[src/rtl/core_pkg.sv]
// Shared types and constants for the 15-bit core instruction sequencer.
// The BREAK state exists only when CORE_SEQUENCER_BREAKPOINT_EN is defined.
package core_pkg;

  localparam int unsigned INSTRUCTION_WIDTH = 15;

  // 1_0000_1011_00_00_00
  localparam logic [INSTRUCTION_WIDTH-1:0] NOP_INSTR  = 15'h42C0;
  // Terminates a program; never presented to the core.
  localparam logic [INSTRUCTION_WIDTH-1:0] HALT_INSTR = 15'h7FFF;

  typedef enum logic [2:0] {
    StIdle,
    StHostIdle,
    StFetch,
    StIssue,
    StHostPause
`ifdef CORE_SEQUENCER_BREAKPOINT_EN
    ,
    StBreak
`endif
  } seq_state_e;

endpackage

[src/rtl/seq_issue_timer.sv]
// Loadable down-counter that times how long an instruction is held on the core port.
// expire is high while the count is zero.
module seq_issue_timer #(
  parameter int unsigned Width = 1
) (
  input  logic             clk,
  input  logic             reset,
  input  logic             load,
  input  logic [Width-1:0] load_val,
  output logic             expire
);

  logic [Width-1:0] count_q, count_d;

  // Load takes priority; otherwise count down and park at zero.
  always_comb begin
    count_d = count_q;
    if (load) begin
      count_d = load_val;
    end else if (count_q != '0) begin
      count_d = count_q - Width'(1);
    end
  end

  // Count register.
  always_ff @(posedge clk) begin
    if (reset) begin
      count_q <= '0;
    end else begin
      count_q <= count_d;
    end
  end

  assign expire = (count_q == '0);

endmodule

[src/rtl/core_sequencer.sv]
// Instruction sequencer: fetches from a synchronous ROM, holds each instruction on the core
// port for ISSUE_CYCLES clocks and hands the core memory port to a host loader only at
// instruction boundaries. Defining CORE_SEQUENCER_BREAKPOINT_EN adds an address breakpoint.
module core_sequencer
  import core_pkg::*;
#(
  parameter int unsigned PC_WIDTH     = 8,
  parameter int unsigned ISSUE_CYCLES = 2
) (
  input  logic                         clk,
  input  logic                         reset,
  input  logic                         start,
  input  logic [PC_WIDTH-1:0]          start_pc,
  output logic [PC_WIDTH-1:0]          imem_addr,
  input  logic [INSTRUCTION_WIDTH-1:0] imem_data,
  output logic [INSTRUCTION_WIDTH-1:0] instruction,
  input  logic                         host_req,
  output logic                         host_gnt,
  output logic                         cpen,
  output logic [PC_WIDTH-1:0]          pc,
  output logic                         busy,
  output logic                         done
`ifdef CORE_SEQUENCER_BREAKPOINT_EN
  ,
  input  logic [PC_WIDTH-1:0]          bp_addr,
  input  logic                         bp_enable,
  output logic                         bp_hit,
  input  logic                         resume
`endif
);

  localparam int unsigned TimerW = (ISSUE_CYCLES > 1) ? $clog2(ISSUE_CYCLES) : 1;

  seq_state_e                   state_q, state_d;
  logic [INSTRUCTION_WIDTH-1:0] instr_q, instr_d;
  logic [PC_WIDTH-1:0]          addr_q, addr_d;
  logic [PC_WIDTH-1:0]          pc_q, pc_d;
  logic                         gnt_q, gnt_d;
  logic                         timer_load;
  logic                         timer_expire;
`ifdef CORE_SEQUENCER_BREAKPOINT_EN
  logic                         bp_skip_q, bp_skip_d;
`endif

  seq_issue_timer #(
    .Width(TimerW)
  ) u_issue_timer (
    .clk     (clk),
    .reset   (reset),
    .load    (timer_load),
    .load_val(TimerW'(ISSUE_CYCLES - 1)),
    .expire  (timer_expire)
  );

  // Next-state, datapath updates and the Mealy done pulse.
  always_comb begin
    state_d    = state_q;
    instr_d    = instr_q;
    addr_d     = addr_q;
    pc_d       = pc_q;
    gnt_d      = gnt_q;
    timer_load = 1'b0;
    done       = 1'b0;
`ifdef CORE_SEQUENCER_BREAKPOINT_EN
    bp_skip_d  = bp_skip_q;
`endif
    unique case (state_q)
      StIdle: begin
        // Host wins over a simultaneous start.
        if (host_req) begin
          gnt_d   = 1'b1;
          state_d = StHostIdle;
        end else if (start) begin
          addr_d  = start_pc;
          state_d = StFetch;
        end
      end
      StHostIdle: begin
        if (!host_req) begin
          gnt_d   = 1'b0;
          state_d = StIdle;
        end
      end
      StFetch: begin
`ifdef CORE_SEQUENCER_BREAKPOINT_EN
        bp_skip_d = 1'b0;
        if (bp_enable && (addr_q == bp_addr) && !bp_skip_q) begin
          instr_d = NOP_INSTR;
          state_d = StBreak;
        end else
`endif
        if (imem_data == HALT_INSTR) begin
          done    = 1'b1;
          instr_d = NOP_INSTR;
          state_d = StIdle;
        end else begin
          instr_d    = imem_data;
          pc_d       = addr_q;
          timer_load = 1'b1;
          addr_d     = addr_q + PC_WIDTH'(1);
          state_d    = StIssue;
        end
      end
      StIssue: begin
        if (timer_expire) begin
          if (host_req) begin
            instr_d = NOP_INSTR;
            gnt_d   = 1'b1;
            state_d = StHostPause;
          end else begin
            state_d = StFetch;
          end
        end
      end
      StHostPause: begin
        if (!host_req) begin
          gnt_d   = 1'b0;
          state_d = StFetch;
        end
      end
`ifdef CORE_SEQUENCER_BREAKPOINT_EN
      StBreak: begin
        // Resume is honoured only while the host does not own the port.
        if (gnt_q) begin
          if (!host_req) gnt_d = 1'b0;
        end else if (host_req) begin
          gnt_d = 1'b1;
        end else if (resume) begin
          bp_skip_d = 1'b1;
          state_d   = StFetch;
        end
      end
`endif
      default: state_d = StIdle;
    endcase
  end

  // State and datapath registers.
  always_ff @(posedge clk) begin
    if (reset) begin
      state_q <= StIdle;
      instr_q <= NOP_INSTR;
      addr_q  <= '0;
      pc_q    <= '0;
      gnt_q   <= 1'b0;
    end else begin
      state_q <= state_d;
      instr_q <= instr_d;
      addr_q  <= addr_d;
      pc_q    <= pc_d;
      gnt_q   <= gnt_d;
    end
  end

`ifdef CORE_SEQUENCER_BREAKPOINT_EN
  // One-shot breakpoint suppression for the fetch right after resume.
  always_ff @(posedge clk) begin
    if (reset) begin
      bp_skip_q <= 1'b0;
    end else begin
      bp_skip_q <= bp_skip_d;
    end
  end

  assign bp_hit = (state_q == StBreak);
`endif

  // The ROM captures the next address on the same edge the FSM moves, so its data is
  // ready during the following FETCH cycle.
  assign imem_addr   = reset ? '0 : addr_d;
  assign instruction = instr_q;
  assign pc          = pc_q;
  assign host_gnt    = gnt_q;
  assign cpen        = gnt_q;
`ifdef CORE_SEQUENCER_BREAKPOINT_EN
  assign busy = (state_q == StFetch) || (state_q == StIssue) || (state_q == StHostPause) ||
                (state_q == StBreak);
`else
  assign busy = (state_q == StFetch) || (state_q == StIssue) || (state_q == StHostPause);
`endif

endmodule

[config.mk]
export PLATFORM = sky130hd
export DESIGN_NAME = core_sequencer
export DESIGN_NICKNAME = d
export VERILOG_FILES = /design/src/rtl/core_pkg.sv /design/src/rtl/seq_issue_timer.sv /design/src/rtl/core_sequencer.sv
export SDC_FILE = /design/constraint.sdc
export NUM_CORES = 1
export LEC_CHECK = 0
export CORE_MARGIN = 5
export CORE_UTILIZATION = 35
export CTS_CLUSTER_DIAMETER = 120
export CTS_CLUSTER_SIZE = 24
export DETAILED_ROUTE_END_ITERATION = 16
export PLACE_DENSITY = 0.68
export RECOVER_POWER = 25
export SLEW_MARGIN = 20
export SYNTH_ARGS = -nofsm -noshare
export SYNTH_HDL_FRONTEND = slang
export SYNTH_SLANG_ARGS = --single-unit
export TNS_END_PERCENT = 1
[constraint.sdc]
create_clock -name clk -period 2.1 [get_ports clk]
set_input_delay 0.42 -clock clk [delete_from_list [all_inputs] [get_ports clk]]
set_output_delay 0.42 -clock clk [all_outputs]
set_load 0.01 [all_outputs]
==> qor.txt <==
Grt ovf: 0
Detailed Route WL: 5460 um
Commonest non-fill, non-tap cell in the layout: buf_4
H-tree levels: 2
CTS tree: yes
YS warnings: 0
Ant diodes: 0
Port buffer count: 61
Max Clk Rate: 0.428 GHz
Slowest-stage cell, CP: or4_1
WL/cell: 15.2 um
DRT Pass-1 Iters: 4
Minimum clock period after layout: 2330 ps
First-pass GRT wire length: 8870 um
Worst path cell trace: or3_4, buf_4, or4_1, nand3_2, buf_6
Sequential share of the synthesized area: 42.8%
DR iter-0 viols: 128
GRT Overall Usage: 17.8%
Final worst-path setup slack: -235 ps
Worst vdd ir: 0.000390 V
Pwr per Cell Area: 578 mW/mm^2
Hold-fix buffers at CTS: 0
Largest net degree at the start of global routing: 31
Setup crit end kind: output port
Initial antenna violation count: 0
Most frequent cells in the layout: buf_4 (42), clkdlybuf4s50_1 (35), dfxtp_1 (33), nor2_1 (20), buf_2 (15)
Critical Path RT: 1680 ps
Slew of the pin with the lowest slew margin: 506 ps
Run status: complete, but fails checks
Gr busiest metal: met2
Insertion delay to the later sink of the worst-skew pair: 290 ps
Site row count: 25
Number of CTS-inserted buffers: 5
CTS root buf: clkbuf_8
Die Footprint: 0.00630 sq mm
Hold Violations, Final: 0
Syn nets: 233
FF+latch count, synth: 36
Die height: 79.4 um
Cells after synthesis: 205
Failing checks: negative setup slack
Maxcap violations: 0
GR Layer Usage met3: 5.78%
Area grow syn2layout: 64.9%
Die outline width: 79.4 um
Final Total Pwr: 1.60 mW
Crit path max fanout: 4
Vias per cell: 5.38
Worst slew margin: 66.0%
CTS Buffer Depth: 2
Kind of critical path: flip-flop to output port
Post-route DRC: 0
Vias after detailed routing: 1937
Final Max Slew Viols: 0
Fin util: 59.2%
Unrepaired setup endpoints after global routing: yes
Pre-CTS setup slack: -923 ps
I/O pin count: 62
Cell Area, Synth: 0.00168 sq mm
Yosys cell types: 35
Fin crit share: 111%
Final count of negative-setup-slack endpoints: 9
Syn avg cell area: 8.22 sq um
Dpl cell area: 0.00264 sq mm
Crit path largest cell delay: 510 ps
Vias in the first global route: 1900
Share of layout cells above drive strength 1: 32.0%
CP startpoint kind: flip-flop
Post-route insts no fill: 360
CP arrival: 1910 ps
Nets@finish: 333
Cell count after placement: 350
Met1 Use GR: 21.0%
Met2 Usage GRT: 29.9%
Initial core utilization: 35.9%
Core ar.: 0.00469 sq mm
Leak: 1.16 nW
Number of nets with antenna violations after routing: 0
Finished Cell Area: 0.00278 sq mm
Gpl congestion: 0.787
Clk slew on worst S/H paths: 70 ps
Hold Crit Class: primary input to flip-flop
DP Wirelength: 3950 um
Final Skew: 6.43 ps
Clk sinks: 36
==> registers in the layout, indices dropped and copies added (netlist names) <==
| name | count |
|---|---|
| addr_q | 8 |
| cpen | 1 |
| instruction | 15 |
| pc | 8 |
| state_q | 3 |
| u_issue_timer.count_q | 1 |
==> critical path: cells and delay by family, from the launching register on <==
| kind | cells | cell delay, ps |
|---|---|---|
| buffers and inverters | 2 | 250 |
| flip-flops | 1 | 360 |
| AND/OR/NAND/NOR | 3 | 1010 |
==> metrics by stage <==
step | setup TNS [ps] | hold WS (ps)
2_1_floorplan | -10.7 | 452
3_3_place_gp | -9900 | 463
3_5_place_dp | -10340 | 472
4_1_cts | -1230 | 367
5_1_grt | -2230 | 375
6_report | -1440 | 374
==> final cells by class <==
type	count	area [sq um]
fill	451	1910
inverter	1	3.75
multi-input combinational	151	960
clock inverter	3	18.8
tap	54	67.6
clock buffer	5	68.8
sequential	36	727
timing repair buffer	110	932
==> worst paths after layout <==
kind	startpoint	end	slack (ps)	cells past startpoint
worst max-delay path	state_q[2]	imem_addr[7]	-230	5
worst min-delay path	imem_data[10]	instruction[10]	370	3
worst max register to register	state_q[1]	instruction[2]	310	6
worst min register to register	pc[7]	pc[7]	480	2
==> cell usage after synthesis <==
cell type,instances,share of area [%]
nand2b_1,2,0.74
nor2b_1,2,0.74
o211ai_1,7,3.1
buf_1,2,0.45
a31oi_1,2,0.74
xor2_1,1,0.52
nand3_1,16,4.8
o32ai_1,1,0.52
and2_1,2,0.74
nor2_1,22,4.9
nand3b_1,3,1.3
inv_1,1,0.22
o21ai_0,13,3.9
o21bai_1,4,1.8
o311ai_0,3,1.6
and3_1,4,1.5
nand4_1,8,3.0
ha_1,1,0.74
or4_1,4,1.8
nand2_1,14,3.1
nor3b_2,1,0.74
and3b_1,1,0.52
nor4_2,1,0.74
buf_2,3,0.89
dfxtp_1,36,43
o311a_1,1,0.59
a211oi_1,1,0.45
a21o_1,2,0.89
clkbuf_1,11,2.5
mux2i_1,1,0.59
nor3_1,6,1.8
or3_1,3,1.1
a32oi_1,11,5.7
buf_4,1,0.45
a21oi_1,14,4.2
==> metal layers <==
layer / part of all wire, % / vias to the layer above / routed length, um
met1: 41 / 895 / 2260
met2: 48 / 64 / 2650
met3: 8.6 / 7 / 471
met5: 0 / - / 0
met4: 1.4 / 0 / 76
li1: - / 971 / -
==> power by group <==
group | leakage (nW) | total [mW] | switching (mW) | internal (mW)
registers | 0.294 | 0.742 | 0.0245 | 0.717
logic | 0.823 | 0.368 | 0.175 | 0.192
clock network | 0.0479 | 0.495 | 0.264 | 0.231
total | 1.16 | 1.60 | 0.464 | 1.14
==> cells by family after synthesis <==
group	after synthesis	synth area share, %
AND/OR/NAND/NOR	89	27.5
adder cells (fa/ha/maj)	1	0.743
XOR/XNOR	1	0.520
AO/OA/AOI/OAI	59	23.4
multiplexers	1	0.594
flip-flops	36	42.8
buffers and inverters	18	4.46
==> what timing repair did <==
action | 4_1_cts | 5_1_grt
gates cloned | 0 | 0
gates resized for setup | 119 | 14
endpoints found under the setup margin | 9 | 10
setup buffers | 2 | 1
endpoints found under the hold margin | 0 | 0
pin swaps | 16 | 8
Note: power is estimated with default switching activity, not from simulation.
